`config.mk`:
```
export PLATFORM = sky130hd
export DESIGN_NAME = store_write_buffer_flat
export DESIGN_NICKNAME = d
export VERILOG_FILES = /design/src/rtl/store_write_buffer_pkg.sv /design/src/rtl/store_write_buffer_if.sv /design/src/rtl/wb_fifo.sv /design/src/rtl/store_write_buffer.sv /design/src/flat_wrapper.sv
export SDC_FILE = /design/constraint.sdc
export NUM_CORES = 1
export LEC_CHECK = 0
export ABC_CLOCK_PERIOD_IN_PS = 3700
export CELL_PAD_IN_SITES_DETAIL_PLACEMENT = 0
export CELL_PAD_IN_SITES_GLOBAL_PLACEMENT = 1
export CORE_ASPECT_RATIO = 0.6
export CORE_MARGIN = 2
export CORE_UTILIZATION = 45
export CTS_CLUSTER_SIZE = 20
export DETAILED_ROUTE_END_ITERATION = 12
export PLACE_DENSITY = 0.86
export SLEW_MARGIN = 20
export SYNTH_ARGS = -nofsm -noshare
export SYNTH_HDL_FRONTEND = slang
export SYNTH_SLANG_ARGS = --single-unit
export TNS_END_PERCENT = 100
```
`constraint.sdc`:
```
create_clock -name clk_i -period 3.7 [get_ports clk_i]
set_input_delay 0.37 -clock clk_i [delete_from_list [all_inputs] [get_ports clk_i]]
set_output_delay 0.37 -clock clk_i [all_outputs]
set_load 0.05 [all_outputs]
```
`src/rtl/store_write_buffer_pkg.sv`:
```
// Shared memory-subsystem types for the store data queue and write buffer.
// Holds sdq_entry_t, the write-buffer depth default and internal types.
package store_write_buffer_pkg;

  localparam int WB_ENTRIES_DEF = 4;

  typedef struct packed {
    logic [31:0] addr;
    logic [31:0] store_data;
    logic [3:0]  be;
    logic [5:0]  sdq_tag;
  } sdq_entry_t;

  typedef struct packed {
    logic [31:0] addr;
    logic [31:0] data;
  } wb_entry_t;

  typedef enum logic [1:0] {
    WB_IDLE,
    WB_REQ,
    WB_WAIT
  } wb_state_e;

endpackage

```
`src/rtl/store_write_buffer_if.sv`:
```
// Store-issue and memory-write bus of the store write buffer.
// slave: buffer side, master: store data queue / memory side.
interface store_write_buffer_if;
  import store_write_buffer_pkg::*;

  logic        issue_vld_i;
  sdq_entry_t  issue_entry_i;
  logic        mem_req_o;
  logic [31:0] mem_addr_o;
  logic [31:0] mem_wdata_o;
  logic        mem_gnt_i;
  logic        mem_done_i;

  modport slave (
    input  issue_vld_i, issue_entry_i,
    input  mem_gnt_i, mem_done_i,
    output mem_req_o, mem_addr_o, mem_wdata_o
  );

  modport master (
    output issue_vld_i, issue_entry_i,
    output mem_gnt_i, mem_done_i,
    input  mem_req_o, mem_addr_o, mem_wdata_o
  );

endinterface

```
`src/rtl/wb_fifo.sv`:
```
// Write-buffer storage: in-order FIFO with wrap-bit pointers,
// per-entry valid bits and full/empty/count status.
module wb_fifo
  import store_write_buffer_pkg::*;
#(
  parameter  int N  = WB_ENTRIES_DEF,
  localparam int IW = $clog2(N),
  localparam int CW = IW + 1
) (
  input  logic                  clk_i,
  input  logic                  rst_i,
  input  logic                  push_i,
  input  wb_entry_t             push_data_i,
  input  logic                  pop_i,
  output logic                  full_o,
  output logic                  empty_o,
  output logic [CW-1:0]         count_o,
  output wb_entry_t             head_o,
  output wb_entry_t             next_o,
  output wb_entry_t [N-1:0]     mem_o,
  output logic [N-1:0]          vld_o,
  output logic [IW-1:0]         head_idx_o
);

  logic [CW-1:0]     head_q, head_d;
  logic [CW-1:0]     tail_q, tail_d;
  logic [N-1:0]      vld_q, vld_d;
  wb_entry_t [N-1:0] mem_q;
  logic [IW-1:0]     next_idx;
  logic              wr;

  assign full_o  = (head_q[IW-1:0] == tail_q[IW-1:0])
                && (head_q[IW] != tail_q[IW]);
  assign empty_o = (head_q == tail_q);
  assign count_o = tail_q - head_q;
  assign wr      = push_i && !full_o;

  assign head_idx_o = head_q[IW-1:0];
  assign next_idx   = head_q[IW-1:0] + IW'(1);
  assign head_o     = mem_q[head_q[IW-1:0]];
  assign next_o     = mem_q[next_idx];
  assign mem_o      = mem_q;
  assign vld_o      = vld_q;

  always_comb begin
    head_d = head_q;
    tail_d = tail_q;
    vld_d  = vld_q;
    if (wr) begin
      vld_d[tail_q[IW-1:0]] = 1'b1;
      tail_d = tail_q + CW'(1);
    end
    if (pop_i && !empty_o) begin
      vld_d[head_q[IW-1:0]] = 1'b0;
      head_d = head_q + CW'(1);
    end
  end

  always_ff @(posedge clk_i) begin
    if (rst_i) begin
      head_q <= '0;
      tail_q <= '0;
      vld_q  <= '0;
    end else begin
      head_q <= head_d;
      tail_q <= tail_d;
      vld_q  <= vld_d;
    end
  end

  always_ff @(posedge clk_i) begin
    if (wr) mem_q[tail_q[IW-1:0]] <= push_data_i;
  end

endmodule

```
`src/rtl/store_write_buffer.sv`:
```
// Store write buffer: FIFO of issued stores drained to memory by a
// REQ/WAIT write FSM. Optional load forwarding under STORE_WB_FWD_EN.
module store_write_buffer
  import store_write_buffer_pkg::*;
#(
  parameter  int WB_ENTRIES = WB_ENTRIES_DEF,
  localparam int IW = $clog2(WB_ENTRIES),
  localparam int CW = IW + 1
) (
  input  logic                 clk_i,
  input  logic                 rst_i,
  store_write_buffer_if.slave  bus,
  output logic                 wb_full_o,
  output logic                 wb_empty_o,
  output logic [CW-1:0]        wb_count_o,
  output logic                 ovf_o,
  input  logic                 ld_vld_i,
  input  logic [31:0]          ld_addr_i,
  output logic                 ld_hit_o,
  output logic [31:0]          ld_data_o
);

  wb_state_e state_q, state_d;
  logic [31:0] addr_q, addr_d;
  logic [31:0] wdata_q, wdata_d;
  logic        ovf_q, ovf_d;
  logic        pop;

  wb_entry_t                  push_data;
  wb_entry_t                  head_ent, next_ent;
  wb_entry_t [WB_ENTRIES-1:0] fwd_mem;
  logic [WB_ENTRIES-1:0]      fwd_vld;
  logic [IW-1:0]              head_idx;
  logic                       unused_sdq;

  assign push_data  = '{addr: bus.issue_entry_i.addr,
                        data: bus.issue_entry_i.store_data};
  assign unused_sdq = ^{bus.issue_entry_i.be,
                        bus.issue_entry_i.sdq_tag};

  wb_fifo #(.N(WB_ENTRIES)) u_fifo (
    .clk_i       (clk_i),
    .rst_i       (rst_i),
    .push_i      (bus.issue_vld_i),
    .push_data_i (push_data),
    .pop_i       (pop),
    .full_o      (wb_full_o),
    .empty_o     (wb_empty_o),
    .count_o     (wb_count_o),
    .head_o      (head_ent),
    .next_o      (next_ent),
    .mem_o       (fwd_mem),
    .vld_o       (fwd_vld),
    .head_idx_o  (head_idx)
  );

  // full is the registered state, so a same-cycle pop never rescues a push
  assign ovf_d = ovf_q || (bus.issue_vld_i && wb_full_o);

  always_comb begin
    state_d = state_q;
    addr_d  = addr_q;
    wdata_d = wdata_q;
    pop     = 1'b0;
    unique case (state_q)
      WB_IDLE: begin
        if (!wb_empty_o) begin
          state_d = WB_REQ;
          addr_d  = head_ent.addr;
          wdata_d = head_ent.data;
        end
      end
      WB_REQ: begin
        if (bus.mem_gnt_i) state_d = WB_WAIT;
      end
      WB_WAIT: begin
        if (bus.mem_done_i) begin
          pop = 1'b1;
          if (wb_count_o > CW'(1)) begin
            state_d = WB_REQ;
            addr_d  = next_ent.addr;
            wdata_d = next_ent.data;
          end else begin
            state_d = WB_IDLE;
          end
        end
      end
      default: state_d = WB_IDLE;
    endcase
  end

  always_ff @(posedge clk_i) begin
    if (rst_i) begin
      state_q <= WB_IDLE;
      addr_q  <= '0;
      wdata_q <= '0;
      ovf_q   <= 1'b0;
    end else begin
      state_q <= state_d;
      addr_q  <= addr_d;
      wdata_q <= wdata_d;
      ovf_q   <= ovf_d;
    end
  end

  assign bus.mem_req_o   = (state_q == WB_REQ);
  assign bus.mem_addr_o  = addr_q;
  assign bus.mem_wdata_o = wdata_q;
  assign ovf_o           = ovf_q;

`ifdef STORE_WB_FWD_EN
  logic [IW-1:0] fwd_idx;

  // oldest to youngest, so the last match wins
  always_comb begin
    ld_hit_o  = 1'b0;
    ld_data_o = '0;
    fwd_idx   = head_idx;
    for (int i = 0; i < WB_ENTRIES; i++) begin
      fwd_idx = head_idx + IW'(i);
      if (ld_vld_i && fwd_vld[fwd_idx]
          && fwd_mem[fwd_idx].addr == ld_addr_i) begin
        ld_hit_o  = 1'b1;
        ld_data_o = fwd_mem[fwd_idx].data;
      end
    end
  end
`else
  logic unused_fwd;
  assign unused_fwd = ^{fwd_mem, fwd_vld, head_idx,
                        ld_vld_i, ld_addr_i};
  assign ld_hit_o   = 1'b0;
  assign ld_data_o  = '0;
`endif

endmodule
```
`src/flat_wrapper.sv`:
```
// flat-port wrapper written by rule: the top's interface ports become plain ports
module store_write_buffer_flat import store_write_buffer_pkg::*;
#(
  parameter  int WB_ENTRIES = WB_ENTRIES_DEF,
  localparam int IW = $clog2(WB_ENTRIES),
  localparam int CW = IW + 1
)
  (clk_i, rst_i, wb_full_o, wb_empty_o, wb_count_o, ovf_o, ld_vld_i, ld_addr_i, ld_hit_o, ld_data_o, bus_issue_vld_i, bus_issue_entry_i, bus_mem_gnt_i, bus_mem_done_i, bus_mem_req_o, bus_mem_addr_o, bus_mem_wdata_o);
  store_write_buffer_if bus_i ();
  input  logic clk_i;
  input  logic rst_i;
  output logic wb_full_o;
  output logic wb_empty_o;
  output logic [CW-1:0] wb_count_o;
  output logic ovf_o;
  input  logic ld_vld_i;
  input  logic [31:0] ld_addr_i;
  output logic ld_hit_o;
  output logic [31:0] ld_data_o;
  input wire logic [$bits(bus_i.issue_vld_i)-1:0] bus_issue_vld_i;
  input wire logic [$bits(bus_i.issue_entry_i)-1:0] bus_issue_entry_i;
  input wire logic [$bits(bus_i.mem_gnt_i)-1:0] bus_mem_gnt_i;
  input wire logic [$bits(bus_i.mem_done_i)-1:0] bus_mem_done_i;
  output wire logic [$bits(bus_i.mem_req_o)-1:0] bus_mem_req_o;
  output wire logic [$bits(bus_i.mem_addr_o)-1:0] bus_mem_addr_o;
  output wire logic [$bits(bus_i.mem_wdata_o)-1:0] bus_mem_wdata_o;
  assign bus_i.issue_vld_i = bus_issue_vld_i;
  assign bus_i.issue_entry_i = bus_issue_entry_i;
  assign bus_i.mem_gnt_i = bus_mem_gnt_i;
  assign bus_i.mem_done_i = bus_mem_done_i;
  assign bus_mem_req_o = bus_i.mem_req_o;
  assign bus_mem_addr_o = bus_i.mem_addr_o;
  assign bus_mem_wdata_o = bus_i.mem_wdata_o;
  store_write_buffer #(.WB_ENTRIES(WB_ENTRIES)) u_core (.clk_i(clk_i), .rst_i(rst_i), .bus(bus_i), .wb_full_o(wb_full_o), .wb_empty_o(wb_empty_o), .wb_count_o(wb_count_o), .ovf_o(ovf_o), .ld_vld_i(ld_vld_i), .ld_addr_i(ld_addr_i), .ld_hit_o(ld_hit_o), .ld_data_o(ld_data_o));
endmodule
```
==> results.md <==
* Routed WL at 35,220 µm
* Total CTS buffers at 30
* RSZ-0062 raised after global routing: false
* Status: finished, final reports clean
* First-pass GRT wire length at 53,610 µm
* Fin Setup TNS at 0 ns
* Root buffer cell: clkbuf_16
* RR Endpoint: u_core.u_fifo.mem_o[16]
* Final Skew at 0.01227 ns
* CTS clk-pin slew, worst paths at 0.07 ns
* Setup CP Type: register to output port
* Relative slew slack at 0.3363
* YS warnings at 0
* Sw Share at 0.2719
* FFs w/ async S/R, synth at 0
* Comb pwr share at 0.169
* Sw power at 2.465 mW
* Yosys top cell by area: edfxtp_1
* Die footprint at 0.03353 mm²
* Sequential element share of the synthesized area at 0.6347
* Flops & latches, synth at 329
* Leading cell types by count after synthesis: 256 x edfxtp_1, 75 x nor2_1, 73 x dfxtp_1, 67 x mux2i_1, 67 x nor2b_1
* Area Growth Syn to Fin at 19.24%
* Worst hold path class: input port to register
* Sequential Power Share at 0.479
* R2r setup slk at 0.88 ns
* Vias per std cell at 5.787
* Worst VDD drop at 313.4 µV
* Leak at 5.687 nW
* Clk sinks at 329
* I/O pins at 216
* Vias at 9,121
* Post-synth EDFFs at 256
* Die Width at 235.1 µm
* DRT Pass-1 Iters at 5
* F_max at 303.0 MHz
* Clock share of power at 0.352
* Reg-to-reg startpoint: u_core.u_fifo.head_q[1]
* Setup-failing EPs final at 0
* Top post-synthesis cells by area: edfxtp_1 53%, dfxtp_1 10%, o41ai_2 5.5%, mux2_2 4.9%, mux2i_1 4.7%
* Chip height at 142.6 µm
* RePlAce Congestion at 0.6993
* Share of the synthesized area in the top cell type at 0.5333
* Initial antenna violation count at 2
* Row count at 50
* Slew Viols, Final at 0
* Global route overflow at 0
* R2R depth at 7
* Final hold viol count at 0
* Worst-Skew Late Latency at 0.56 ns
* Worst-Margin Slew at 0.9956 ns
* Total Nets Final at 1,255
* Max-cap violations at 0
* Port Buffers at 139
* Core footprint at 0.03134 mm²
* Startpoint Class: register
* Fin crit share at 0.8921
* Largest net degree at the start of global routing at 80
* Internal power at 6.601 mW
* Hold Path Sink: u_core.state_q[1]
* Ys flop type: edfxtp_1
* Overall Power at 9.066 mW
* Starting Density at 0.4599
* Cells after synthesis at 1,029
* Number of global-route vias before repair at 9,283
* Clock buffer depth at 3
* CP Capture Type: output port
* ANT nets after route at 0
* Worst path required time at 3.33 ns
* Residual DRC count at 0
* Initial DRC count at 601
* Post-DP HPWL at 18,790 µm
* Hold_sp: rst_i
* WL/cell at 22.35 µm
* CTS tree: done
* Syn avg cell area at 14.01 µm²
* Min-Delay Path Depth at 2
* Fin crit period at 3.301 ns
* Filler instances at 2,472
* Most frequent cell after synthesis: edfxtp_1
* Htree depth at 1
* Mapped Area at 0.01441 mm²
* Pwr/cell area at 527.5 mW/mm²
* WP data arrival at 2.93 ns
* Count of cell types in the netlist at 39
* Share of cells above drive strength 1 at 0.1691
* GRT Util Overall at 0.2054
* CP Max Fanout at 20
==> worst max-delay path, cell delays in order (launching register included) <==
cell and delay (ns):
dfxtp_4 0.61, inv_1 0.19, ha_1 0.32, nand2_1 0.18
nor2_1 0.23, clkdlybuf4s50_1 0.84
==> worst max-delay path by stage <==
| stage | from | cells after the start | endpoint | slack (ns) |
|---|---|---|---|---|
| CTS | u_core.u_fifo.head_q[1] | 5 | wb_full_o | 0.16 |
| finish | u_core.u_fifo.head_q[1] | 5 | wb_full_o | 0.40 |
| global route | u_core.u_fifo.head_q[1] | 5 | wb_full_o | 0.20 |
| floorplan | u_core.u_fifo.head_q[1] | 7 | u_core.u_fifo.mem_o[0] | 0.28 |
| global placement | u_core.u_fifo.head_q[1] | 7 | u_core.u_fifo.mem_o[16] | 0.68 |
| detailed placement | u_core.u_fifo.head_q[1] | 7 | u_core.u_fifo.mem_o[9] | 0.66 |
==> power by group through the flow <==
stage	combinational, mW	sequential [mW]	clock [mW]
3_3_place_gp	1.51	4.41	0
2_1_floorplan	0.687	4.75	0
4_1_cts	1.54	4.34	3.23
6_report	1.54	4.34	3.19
5_1_grt	1.61	4.36	3.38
3_5_place_dp	1.53	4.42	0
==> layer usage <==
metal | share of wire | up-vias | GRT usage | wire (µm)
li1 | - | 4143 | - | -
met1 | 0.46 | 4641 | 0.2806 | 16060
met2 | 0.47 | 291 | 0.3410 | 16590
met3 | 0.059 | 44 | 0.04118 | 2073
met4 | 0.014 | 2 | 0.04697 | 491
met5 | 0.00037 | - | 0 | 13
==> cells in the final DEF, fill, tap and decap left out, drive strengths merged, types with 63 or more instances in the layout <==
cell type / count
dfxtp: 73
mux2i: 67
nor2b: 67
edfxtp: 256
o221ai: 63
mux2: 63
nand2: 65
clkdlybuf4s50: 138
nor2: 75
o41ai: 64
nand4: 64
==> layout make-up <==
class                           instances  area, µm²  area share
Antenna cell                            1      2.502   0.0001456
Clock buffer                           44      874.6     0.05088
Clock inverter                         12      142.6    0.008299
Inverter                                7      27.53    0.001602
Multi-Input combinational cell        605       4802      0.2794
Sequential cell                       329       9153      0.5325
Tap cell                              416      520.5     0.03028
Timing Repair Buffer                  162       1665     0.09689
==> state kept, by name, indices dropped and copies added, names as in the netlist <==
signal	count
u_core.u_fifo.mem_o	256
u_core.bus.mem_addr_o	32
u_core.bus.mem_wdata_o	32
u_core.u_fifo.head_q	3
u_core.u_fifo.tail_q	3
u_core.state_q	2
u_core.ovf_o	1
==> metrics by stage <==
stage | utilization | instances | setup slack [ns] | cell area, µm² | hold WS [ns]
finish | 0.5484 | 1576 | 0.3993 | 17190 | 0.3282
global route | 0.5484 | 1576 | 0.1979 | 17190 | 0.3480
CTS | 0.5477 | 1574 | 0.1609 | 17170 | 0.3155
detailed placement | 0.5152 | 1518 | 0.6597 | 16150 | 0.4621
global placement | 0.5152 | 1518 | 0.6815 | 16150 | 0.4504
floorplan | - | 1061 | 0.2792 | 14530 | 0.4689
==> kinds of logic after synthesis <==
family,after synthesis,synth area share
flip-flops,329,0.6347
AND/OR/NAND/NOR,287,0.1005
AO/OA/AOI/OAI,140,0.1097
multiplexers,130,0.09575
buffers and inverters,127,0.04618
adder cells (fa/ha/maj),8,0.007465
XOR/XNOR,7,0.005382
other,1,0.0002602
==> timing repair <==
| item | in CTS | in global routing |
|---|---|---|
| hold buffers | 0 | 0 |
| endpoints found under the setup margin | 0 | 1 |
| setup buffers | 0 | 1 |
| hold endpoints to repair | 0 | 0 |
| resized for setup | 0 | 0 |
(Power assumes the default switching activity.)
